===== src/rtl/pll_recfg_ctrl_pkg.sv =====
`default_nettype none
// ============================================================================
// pll_recfg_ctrl_pkg : shared types and constants for the PLL reconfig block
// Revision: 1.0
// ============================================================================
package pll_recfg_ctrl_pkg;

    typedef enum logic [2:0] {
        IDLE = 3'd0,
        WR   = 3'd1,
        GAP  = 3'd2,
        PRST = 3'd3,
        LOCK = 3'd4,
        FIN  = 3'd5
    } state_t;

    localparam logic [5:0] ADDR_MODE  = 6'd0;
    localparam logic [5:0] ADDR_M     = 6'd4;
    localparam logic [5:0] ADDR_K     = 6'd7;
    localparam logic [5:0] ADDR_N     = 6'd3;
    localparam logic [5:0] ADDR_C     = 6'd5;
    localparam logic [5:0] ADDR_CP    = 6'd9;
    localparam logic [5:0] ADDR_BW    = 6'd8;
    localparam logic [5:0] ADDR_START = 6'd2;

    localparam logic [31:0] N_COUNT    = 32'h0001_0000;
    localparam logic [31:0] CP_SETTING = 32'd1;
    localparam logic [31:0] BW_SETTING = 32'd7;

    typedef struct packed {
        logic [11:0] freq_bcd;
        logic [31:0] m;
        logic [31:0] k;
        logic [31:0] c0;
    } preset_t;

    function automatic logic [5:0] slot_addr(input logic [2:0] slot);
        case (slot)
            3'd0:    slot_addr = ADDR_MODE;
            3'd1:    slot_addr = ADDR_M;
            3'd2:    slot_addr = ADDR_K;
            3'd3:    slot_addr = ADDR_N;
            3'd4:    slot_addr = ADDR_C;
            3'd5:    slot_addr = ADDR_CP;
            3'd6:    slot_addr = ADDR_BW;
            default: slot_addr = ADDR_START;
        endcase
    endfunction

    // Slots 0 (mode) and 7 (start) always carry zero.
    function automatic logic [31:0] slot_data(input logic [2:0] slot, input logic [31:0] m,
                                              input logic [31:0] k, input logic [31:0] c0);
        case (slot)
            3'd1:    slot_data = m;
            3'd2:    slot_data = k;
            3'd3:    slot_data = N_COUNT;
            3'd4:    slot_data = c0;
            3'd5:    slot_data = CP_SETTING;
            3'd6:    slot_data = BW_SETTING;
            default: slot_data = 32'd0;
        endcase
    endfunction

endpackage
`default_nettype wire


===== src/rtl/pll_recfg_ctrl_rom.sv =====
`default_nettype none
// ============================================================================
// pll_preset_rom : combinational table of PLL presets indexed by 6 bits
// Revision: 1.0
// ============================================================================
module pll_preset_rom
    import pll_recfg_ctrl_pkg::*;
(
    input  logic [5:0] idx,
    output preset_t    entry
);

    logic [9:0] mhz;
    logic [7:0] cdiv;
    logic [7:0] mdiv;

    // Intermediate entries step the output 2 MHz per index from 100 MHz.
    always_comb begin
        mhz   = 10'd100 + {3'd0, idx, 1'b0};
        cdiv  = {2'b00, idx} + 8'd2;
        mdiv  = 8'd8 + {5'd0, idx[5:3]};
        entry = '0;
        case (idx)
            6'd0: begin
                entry.freq_bcd = 12'h167;
                entry.m        = 32'h0000_0808;
                entry.k        = 32'hB333_32DD;
                entry.c0       = 32'h0002_0302;
            end
            6'd37: begin
                entry.freq_bcd = 12'h070;
                entry.m        = 32'h0000_0707;
                entry.k        = 32'h0000_0001;
                entry.c0       = 32'h0000_0505;
            end
            default: begin
                if (idx < 6'd37) begin
                    entry.freq_bcd = {4'(mhz / 10'd100), 4'((mhz / 10'd10) % 10'd10), 4'(mhz % 10'd10)};
                    entry.m        = {16'h0000, mdiv, mdiv};
                    entry.k        = {2'b00, idx, 24'h00_0000};
                    entry.c0       = {14'h0000, 2'b10, cdiv, cdiv};
                end
            end
        endcase
    end

endmodule
`default_nettype wire


===== src/rtl/pll_recfg_ctrl.sv =====
`default_nettype none
// ============================================================================
// pll_recfg_ctrl : writes a PLL preset over Avalon-MM, resets PLL, waits lock
// Revision: 1.0
// ============================================================================
module pll_recfg_ctrl
    import pll_recfg_ctrl_pkg::*;
#(
    parameter int NUM_PRESETS  = 38,
    parameter int GAP_CYCLES   = 7,
    parameter int RST_CYCLES   = 8,
    parameter int LOCK_STABLE  = 1024,
    parameter int LOCK_TIMEOUT = 5000000
) (
    input  logic        CLK_50M,
    input  logic        RESET,
    input  logic        start,
    input  logic [5:0]  preset_idx,
    output logic        busy,
    output logic        done,
    output logic        err,
    output logic [11:0] freq_bcd,
    output logic [5:0]  mgmt_address,
    output logic [31:0] mgmt_writedata,
    output logic        mgmt_write,
    input  logic        mgmt_waitrequest,
    input  logic        locked,
    output logic        pll_reset
);

    localparam int              LS_W     = $clog2(LOCK_STABLE + 1);
    localparam logic [LS_W-1:0] LS_LAST  = LS_W'(LOCK_STABLE - 1);
    localparam logic [22:0]     TO_LAST  = 23'(LOCK_TIMEOUT - 1);
    localparam logic [7:0]      GAP_LAST = 8'(GAP_CYCLES - 1);
    localparam logic [7:0]      RST_LAST = 8'(RST_CYCLES - 1);

    state_t          state;
    logic [5:0]      idx_r;
    logic [2:0]      slot;
    logic [7:0]      phase;
    logic [LS_W-1:0] lock_cnt;
    logic [22:0]     to_cnt;
    preset_t         rom_entry;

    pll_preset_rom u_rom (
        .idx   (idx_r),
        .entry (rom_entry)
    );

    always_ff @(posedge CLK_50M) begin
        if (RESET) begin
            state          <= IDLE;
            idx_r          <= '0;
            slot           <= '0;
            phase          <= '0;
            lock_cnt       <= '0;
            to_cnt         <= '0;
            busy           <= 1'b0;
            done           <= 1'b0;
            err            <= 1'b0;
            freq_bcd       <= '0;
            mgmt_address   <= '0;
            mgmt_writedata <= '0;
            mgmt_write     <= 1'b0;
            pll_reset      <= 1'b0;
        end else begin
            done <= 1'b0;
            err  <= 1'b0;
            case (state)
                IDLE: begin
                    if (start) begin
                        if ({26'd0, preset_idx} >= 32'(NUM_PRESETS)) begin
                            err <= 1'b1;
                        end else begin
                            idx_r          <= preset_idx;
                            busy           <= 1'b1;
                            slot           <= 3'd0;
                            mgmt_write     <= 1'b1;
                            mgmt_address   <= slot_addr(3'd0);
                            mgmt_writedata <= 32'd0;
                            state          <= WR;
                        end
                    end
                end
                WR: begin
                    if (!mgmt_waitrequest) begin
                        mgmt_write <= 1'b0;
                        phase      <= '0;
                        state      <= GAP;
                    end
                end
                GAP: begin
                    if (phase == GAP_LAST) begin
                        phase <= '0;
                        if (slot == 3'd7) begin
                            pll_reset <= 1'b1;
                            state     <= PRST;
                        end else begin
                            slot           <= slot + 3'd1;
                            mgmt_write     <= 1'b1;
                            mgmt_address   <= slot_addr(slot + 3'd1);
                            mgmt_writedata <= slot_data(slot + 3'd1, rom_entry.m, rom_entry.k, rom_entry.c0);
                            state          <= WR;
                        end
                    end else begin
                        phase <= phase + 8'd1;
                    end
                end
                PRST: begin
                    if (phase == RST_LAST) begin
                        pll_reset <= 1'b0;
                        lock_cnt  <= '0;
                        to_cnt    <= '0;
                        state     <= LOCK;
                    end else begin
                        phase <= phase + 8'd1;
                    end
                end
                LOCK: begin
                    // A completed lock window wins over a timeout landing on the same cycle.
                    if (locked && lock_cnt == LS_LAST) begin
                        done     <= 1'b1;
                        freq_bcd <= rom_entry.freq_bcd;
                        state    <= FIN;
                    end else if (to_cnt == TO_LAST) begin
                        err   <= 1'b1;
                        state <= FIN;
                    end else begin
                        lock_cnt <= locked ? lock_cnt + 1'b1 : '0;
                        if (to_cnt != 23'h7F_FFFF) begin
                            to_cnt <= to_cnt + 23'd1;
                        end
                    end
                end
                FIN: begin
                    busy  <= 1'b0;
                    state <= IDLE;
                end
                default: state <= IDLE;
            endcase
        end
    end

endmodule
`default_nettype wire


===== config.mk =====
export PLATFORM = sky130hd
export DESIGN_NAME = pll_recfg_ctrl
export DESIGN_NICKNAME = d
export VERILOG_FILES = /design/src/rtl/pll_recfg_ctrl_pkg.sv /design/src/rtl/pll_recfg_ctrl_rom.sv /design/src/rtl/pll_recfg_ctrl.sv
export SDC_FILE = /design/constraint.sdc
export NUM_CORES = 1
export LEC_CHECK = 0
export CAP_MARGIN = 20
export CORE_UTILIZATION = 30
export DETAILED_ROUTE_END_ITERATION = 7
export PLACE_DENSITY_LB_ADDON = 0.25
export SLEW_MARGIN = 20
export SYNTH_ARGS = -nofsm -noshare
export SYNTH_HDL_FRONTEND = slang
export SYNTH_SLANG_ARGS = --single-unit
export TNS_END_PERCENT = 1

===== constraint.sdc =====
create_clock -name CLK_50M -period 5 [get_ports CLK_50M]
set_clock_uncertainty 0.05 [all_clocks]
set_input_delay 1.25 -clock CLK_50M [delete_from_list [all_inputs] [get_ports CLK_50M]]
set_output_delay 1.25 -clock CLK_50M [all_outputs]
set_load 0.02 [all_outputs]

==> results of run 1 <==
## per-stage QoR
step | cell area (um2) | std cells | hold WS, ns | power (uW) | util, %
detailed placement | 6340 | 991 | 0.381 | 1050 | 33.9
floorplan | 5770 | 755 | 0.365 | 995 | -
finish | 6630 | 1006 | 0.393 | 1700 | 35.4
global route | 6630 | 1006 | 0.415 | 1770 | 35.4
global placement | 6340 | 991 | 0.375 | 1050 | 33.9
CTS | 6620 | 1006 | 0.394 | 1720 | 35.4
## where the power goes
| part | internal, uW | switching [uW] |
|---|---|---|
| registers | 763 | 14.1 |
| clock network | 384 | 284 |
| logic | 93.2 | 166 |
## flip-flops by register name, summed over array words and instances (netlist names)
register        flops
busy                1
idx_r               6
mgmt_writedata     22
err                 1
state               3
mgmt_write          1
done                1
slot                3
pll_reset           1
to_cnt             23
freq_bcd           10
mgmt_address        4
lock_cnt           11
phase               8
## Yosys cell counts (all sizes together) (8+ instances only)
| cell | instances | share of area, % |
|---|---|---|
| dfxtp | 95 | 33 |
| xor2 | 21 | 3.2 |
| mux2i | 10 | 1.7 |
| nand2b | 8 | 0.87 |
| nor3 | 16 | 1.6 |
| ha | 17 | 3.7 |
| a21oi | 64 | 5.6 |
| inv | 25 | 1.6 |
| o21ai | 35 | 3.1 |
| a31oi | 11 | 1.5 |
| buf | 40 | 4.7 |
| nor2 | 118 | 7.7 |
| nand4 | 12 | 1.3 |
| nand3 | 31 | 2.7 |
| and3 | 11 | 1.3 |
| a22oi | 8 | 1.0 |
| xnor2 | 22 | 3.4 |
| clkbuf | 26 | 1.7 |
| nand2 | 60 | 4.0 |
## critical path: cells and delay by family (launching register included)
family                     cells  cell delay, ns
and+or+nand+nor                1            0.24
DFF                            1            0.62
buffers and inverters          2            0.39
AOI/OAI and AO/OA              6            1.60
xor gates and xnor gates       1            0.16
adders and majority gates      2            0.87
## kinds of logic (layout without fill, tap and decap cells)
family,after synthesis,after routing,share of synthesized area (%)
DFF,95,95,33.2
adders and majority gates,18,18,3.91
muxes,12,12,2.20
and+or+nand+nor,305,305,25.7
xor gates and xnor gates,43,43,6.57
AOI/OAI and AO/OA,181,181,20.4
buffers and inverters,91,108,8.01
other,1,10,0.0654
## metal layers
metal / routed length, um / up-vias
li1: - / 2651
met3: 722 / 18
met4: 243 / 0
met2: 6600 / 130
met1: 7570 / 2477
met5: 0 / -
## area by class of cell
type | instances | area, um2
multi-input combinational | 569 | 3410
clock inverter | 4 | 47.5
sequential | 95 | 1900
timing repair buffer | 68 | 646
clock buffer | 11 | 233
fill | 1978 | 12100
tap | 234 | 293
inverter | 25 | 93.8
## how the worst min path moves through the flow
stage / slack [ns] / endpoint
finish: 0.39 / lock_cnt[10]$_SDFFE_PP0P_
global route: 0.42 / lock_cnt[10]$_SDFFE_PP0P_
CTS: 0.39 / lock_cnt[10]$_SDFFE_PP0P_
detailed placement: 0.38 / lock_cnt[10]$_SDFFE_PP0P_
global placement: 0.38 / lock_cnt[10]$_SDFFE_PP0P_
floorplan: 0.37 / lock_cnt[10]$_SDFFE_PP0P_
## cells in the final DEF, fill, tap and decap left out, types with 5 or more instances in the layout
| cell | netlist | final |
|---|---|---|
| buf_4 | 16 | 14 |
| nor3_1 | 14 | 14 |
| ha_1 | 17 | 17 |
| conb_1 | 1 | 10 |
| inv_1 | 25 | 25 |
| a21oi_1 | 64 | 64 |
| nand4_1 | 12 | 12 |
| o21ai_0 | 33 | 33 |
| and3_1 | 10 | 10 |
| and4_1 | 7 | 7 |
| mux2i_1 | 10 | 10 |
| a311oi_1 | 5 | 5 |
| xnor2_1 | 22 | 22 |
| nor4_1 | 6 | 6 |
| a22oi_1 | 8 | 8 |
| nor2b_1 | 6 | 6 |
| dfxtp_1 | 95 | 95 |
| nor2_1 | 118 | 118 |
| nand2_1 | 59 | 59 |
| o211ai_1 | 5 | 5 |
| clkdlybuf4s50_1 | 0 | 54 |
| a211oi_1 | 7 | 7 |
| o31ai_1 | 5 | 5 |
| a31oi_1 | 10 | 10 |
| clkbuf_16 | 0 | 9 |
| nand2b_1 | 8 | 8 |
| nand3_1 | 31 | 31 |
| and2_1 | 5 | 5 |
| or3_1 | 6 | 6 |
| xor2_1 | 21 | 21 |
==> impl_metrics.env, run 1 <==
export IMPL_yosysSeqAreaShare_pct=33.2
export IMPL_grt_use_total_pct=15.8
export IMPL_min_path_type="flip-flop to flip-flop"
export IMPL_synth_ff_type="dfxtp_1"
export IMPL_r2r_start="idx_r[2]$_SDFFE_PP0P_"
export IMPL_worst_r2r_setup_slack_ns=0.96
export IMPL_met2_usage_pct=24.4
export IMPL_cts_tree="done"
export IMPL_via_per_inst=5.24
export IMPL_grt_start_max_net_pins=60
export IMPL_drive_gt1_share_pct=5.70
export IMPL_die_h_um=140
export IMPL_async_reset_ff_share_pct=0
export IMPL_drc=0
export IMPL_period_share_pct=80.7
export IMPL_drt_wl_total_um=15100
export IMPL_cpPeakStageDelay_ns=0.62
export IMPL_antenna_found_initial=0
export IMPL_rr_worst_depth=12
export IMPL_place_hpwl_um=10900
export IMPL_synth_area_um2=5730
export IMPL_layout_nets=796
export IMPL_min_path_cells=2
export IMPL_clock_sinks=95
export IMPL_max_slew_margin_pct=41.9
export IMPL_period_minus_slack_ns=4.04
export IMPL_drtPass1Iterations=5
export IMPL_initial_utilization_pct=30.7
export IMPL_crit_type="flip-flop to flip-flop"
export IMPL_portBuffers=55
export IMPL_worst_slack_ns=0.965
export IMPL_critical_path_endpoint_type="flip-flop"
export IMPL_yosys_register_bits=95
export IMPL_fmax_ghz=0.248
export IMPL_arrival_ns=4.25
export IMPL_r2r_end="freq_bcd[6]$_SDFFE_PP0P_"
export IMPL_finalMaxSlewViolations=0
export IMPL_cts_buffer_depth=2
export IMPL_clk_pin_slew_ns=0.06
export IMPL_core_area_um2=18700
export IMPL_cp_cell_sequence="ha_1 > inv_1 > nor3_1 > a311oi_1 > a211oi_1 > inv_1 > a31oi_4 > xnor2_1 > ha_1 > o311a_1 > o22a_1 > o31ai_2"
export IMPL_vdd_drop_max_mv=0.165
export IMPL_cts_inserted_buffers=9
export IMPL_clock_root_buffer="clkbuf_16"
export IMPL_grt_util_met1_pct=22.3
export IMPL_crit_path_end="freq_bcd[6]$_SDFFE_PP0P_"
export IMPL_area_growth_pct=15.5
export IMPL_cp_max_fo=19
export IMPL_synthCells=746
export IMPL_start_kind="flip-flop"
export IMPL_worst_pin_slew_ns=0.864
export IMPL_pre_cts_ws_ns=1.01
export IMPL_ys_warn_count=0
export IMPL_synth_cell_type_count=77
export IMPL_hold_viol_final=0
export IMPL_wire_per_inst_um=15.0
export IMPL_drt_iter0_markers=367
export IMPL_use_met3_pct=2.46
export IMPL_status="completed"
export IMPL_power_density_nw_per_um2=257
export IMPL_antenna_cells=0
export IMPL_rows=50
export IMPL_leakagePower_uw=0.00235
export IMPL_clk_latency_ns=0.35
export IMPL_grt_pass1_wl_um=25200
export IMPL_synth_edf_count=0
export IMPL_ios=66
export IMPL_crit_required_ns=5.22
export IMPL_vias=5276
export IMPL_htreeDepth=3
export IMPL_cts_hold_buf=0
export IMPL_grt_pass1_vias=4846
export IMPL_cts_setup_buffers=0
export IMPL_cpMaxStageDelayCell="dfxtp_1"
export IMPL_dieArea_um2=19700
export IMPL_overflow=0
export IMPL_finalSetupViolations=0
export IMPL_gp_congestion=0.873
export IMPL_die_w_um=140
export IMPL_maxCapViolations=0
export IMPL_ant_nets=0
export IMPL_rsz0062_at_grt="false"
export IMPL_setup_tns_ns=0
export IMPL_startpoint="idx_r[2]$_SDFFE_PP0P_"
export IMPL_top_usage_layer="met2"
export IMPL_cts_resized=0
export IMPL_avgSynthCellArea_um2=7.69
export IMPL_hold_start="lock_cnt[10]$_SDFFE_PP0P_"
(Power assumes the default switching activity.)
==> run 2, diff against run 1 <==
==> constraint.sdc (replaced) <==
create_clock -name CLK_50M -period 3.75 [get_ports CLK_50M]
set_clock_uncertainty 0.05 [all_clocks]
set_input_delay 0.9375 -clock CLK_50M [delete_from_list [all_inputs] [get_ports CLK_50M]]
set_output_delay 0.9375 -clock CLK_50M [all_outputs]
set_load 0.02 [all_outputs]
==> impl_metrics.env, run 2 (synthesis results as in run 1) <==
export IMPL_status="completed"
export IMPL_min_path_type="flip-flop to flip-flop"
export IMPL_min_path_cells=2
export IMPL_cpPeakStageDelay_ns=0.35
export IMPL_grt_pass1_vias=4787
export IMPL_portBuffers=55
export IMPL_r2r_end="freq_bcd[6]$_SDFFE_PP0P_"
export IMPL_hold_viol_final=0
export IMPL_cp_common_cell="ha_1"
export IMPL_vias=5272
export IMPL_grt_use_total_pct=15.6
export IMPL_antenna_cells=0
export IMPL_hold_slack_ns=0.389
export IMPL_arrival_ns=3.74
export IMPL_clock_root_buffer="clkbuf_16"
export IMPL_antenna_found_initial=0
export IMPL_overflow=0
export IMPL_grt_start_max_net_pins=40
export IMPL_top_regs="to_cnt (23), mgmt_writedata (22), lock_cnt (11)"
export IMPL_clk_pin_slew_ns=0.08
export IMPL_power_density_nw_per_um2=351
export IMPL_drtPass1Iterations=4
export IMPL_die_w_um=140
export IMPL_path_delay_family="compound AO/OA/AOI/OAI gates"
export IMPL_clock_sinks=95
export IMPL_path_buf_inv=2
export IMPL_setup_tns_ns=0
export IMPL_ios=66
export IMPL_wire_per_inst_um=14.8
export IMPL_mostFrequentLayoutCell="nor2_1"
export IMPL_cp_max_fo=31
export IMPL_cpMaxStageDelayCell="dfxtp_1"
export IMPL_maxCapViolations=0
export IMPL_cts_setup_buffers=0
export IMPL_htreeDepth=3
export IMPL_gp_congestion=0.867
export IMPL_worst_pin_slew_ns=0.743
export IMPL_hold_start="lock_cnt[10]$_SDFFE_PP0P_"
export IMPL_rsz0062_at_grt="false"
export IMPL_clk_latency_ns=0.35
export IMPL_mostFrequentLayoutCells="nor2_1, dfxtp_1, a21oi_1"
export IMPL_area_growth_pct=18.7
export IMPL_period_minus_slack_ns=3.53
export IMPL_leakagePower_uw=0.00245
export IMPL_regMostFlops="to_cnt"
export IMPL_max_slew_margin_pct=50.4
export IMPL_vdd_drop_max_mv=0.192
export IMPL_cts_tree="done"
export IMPL_via_per_inst=5.15
export IMPL_finalSetupViolations=0
export IMPL_grt_pass1_wl_um=25100
export IMPL_rows=50
export IMPL_finalMaxSlewViolations=0
export IMPL_drt_iter0_markers=270
export IMPL_ant_nets=0
export IMPL_core_area_um2=18700
export IMPL_initial_utilization_pct=30.7
export IMPL_cts_buffer_depth=2
export IMPL_dieArea_um2=19700
export IMPL_holdPathEnd="lock_cnt[10]$_SDFFE_PP0P_"
export IMPL_worst_r2r_setup_slack_ns=0.22
export IMPL_cts_inserted_buffers=9
export IMPL_crit_required_ns=3.96
export IMPL_period_share_pct=94.3
export IMPL_rr_worst_depth=14
export IMPL_critical_path_endpoint_type="flip-flop"
export IMPL_drt_wl_total_um=15200
export IMPL_fmax_ghz=0.283
export IMPL_die_h_um=140
export IMPL_r2r_start="idx_r[1]$_SDFFE_PP0P_"
export IMPL_drive_gt1_share_pct=8.23
export IMPL_start_kind="flip-flop"
export IMPL_drc=0
export IMPL_place_hpwl_um=11000
export IMPL_largest_reg_flops=23
export IMPL_layout_nets=813
export IMPL_crit_type="flip-flop to flip-flop"
export IMPL_cp_cell_sequence="buf_6 > ha_1 > buf_12 > nand2b_1 > o211a_1 > a31oi_1 > maj3_2 > o31a_1 > a31oi_4 > xnor2_1 > ha_1 > o311a_1 > o22a_1 > o31ai_2"
-- run 2: worst min-delay path: cells and delay by family (launching register included) --
family,cells,cell delay (ns)
flops,1,0.30
buf+inv,1,0.06
compound gates,1,0.04
-- run 2: routing by layer --
layer | GRT usage [%] | vias to the layer above | share of wire (%)
li1 | - | 2684 | -
met1 | 22.6 | 2449 | 51
met2 | 23.9 | 126 | 43
met3 | 2.43 | 13 | 4.1
met4 | 3.88 | 0 | 1.2
met5 | 0 | - | 0
-- run 2: area by class of cell --
cell class,count,area (um2)
clock buffer,9,225
clock inverter,7,95.1
fill,1930,11900
inverter,25,93.8
multi-input combinational,569,3410
sequential,95,1900
tap,234,293
timing repair buffer,85,787
-- run 2: worst max-delay path by stage --
stage                                      from                  endpoint  slack (ns)  depth (start not counted)
after global routing      idx_r[1]$_SDFFE_PP0P_  freq_bcd[6]$_SDFFE_PP0P_        0.04                         15
after CTS                 idx_r[1]$_SDFFE_PP0P_  freq_bcd[6]$_SDFFE_PP0P_        0.18                         13
final                     idx_r[1]$_SDFFE_PP0P_  freq_bcd[6]$_SDFFE_PP0P_        0.22                         14
after floorplan           idx_r[1]$_SDFFE_PP0P_  freq_bcd[6]$_SDFFE_PP0P_        0.20                         17
after global placement    idx_r[1]$_SDFFE_PP0P_  freq_bcd[6]$_SDFFE_PP0P_        0.32                         13
after detailed placement  idx_r[1]$_SDFFE_PP0P_  freq_bcd[6]$_SDFFE_PP0P_        0.23                         13
-- run 2: stage by stage --
stage / total power (uW) / area (um2) / instances / util [%] / worst slack [ns]
floorplan: 1330 / 5770 / 755 / - / 0.205
global placement: 1430 / 6480 / 1008 / 34.7 / 0.325
detailed placement: 1420 / 6480 / 1008 / 34.7 / 0.227
CTS: 2420 / 6800 / 1024 / 36.4 / 0.181
global route: 2500 / 6810 / 1024 / 36.4 / 0.0400
finish: 2390 / 6810 / 1024 / 36.4 / 0.215
-- run 2: repair_timing --
item / in CTS / in global routing
hold buffers: 0 / 0
setup endpoints to repair: 0 / 1
resized for setup: 0 / 2
-- run 2: power by group --
group / internal (uW) / switching, uW / total (uW) / leakage, uW
registers: 1020 / 13.8 / 1030 / 0.000766
clock network: 587 / 401 / 987 / 0.000156
logic: 142 / 231 / 373 / 0.00153
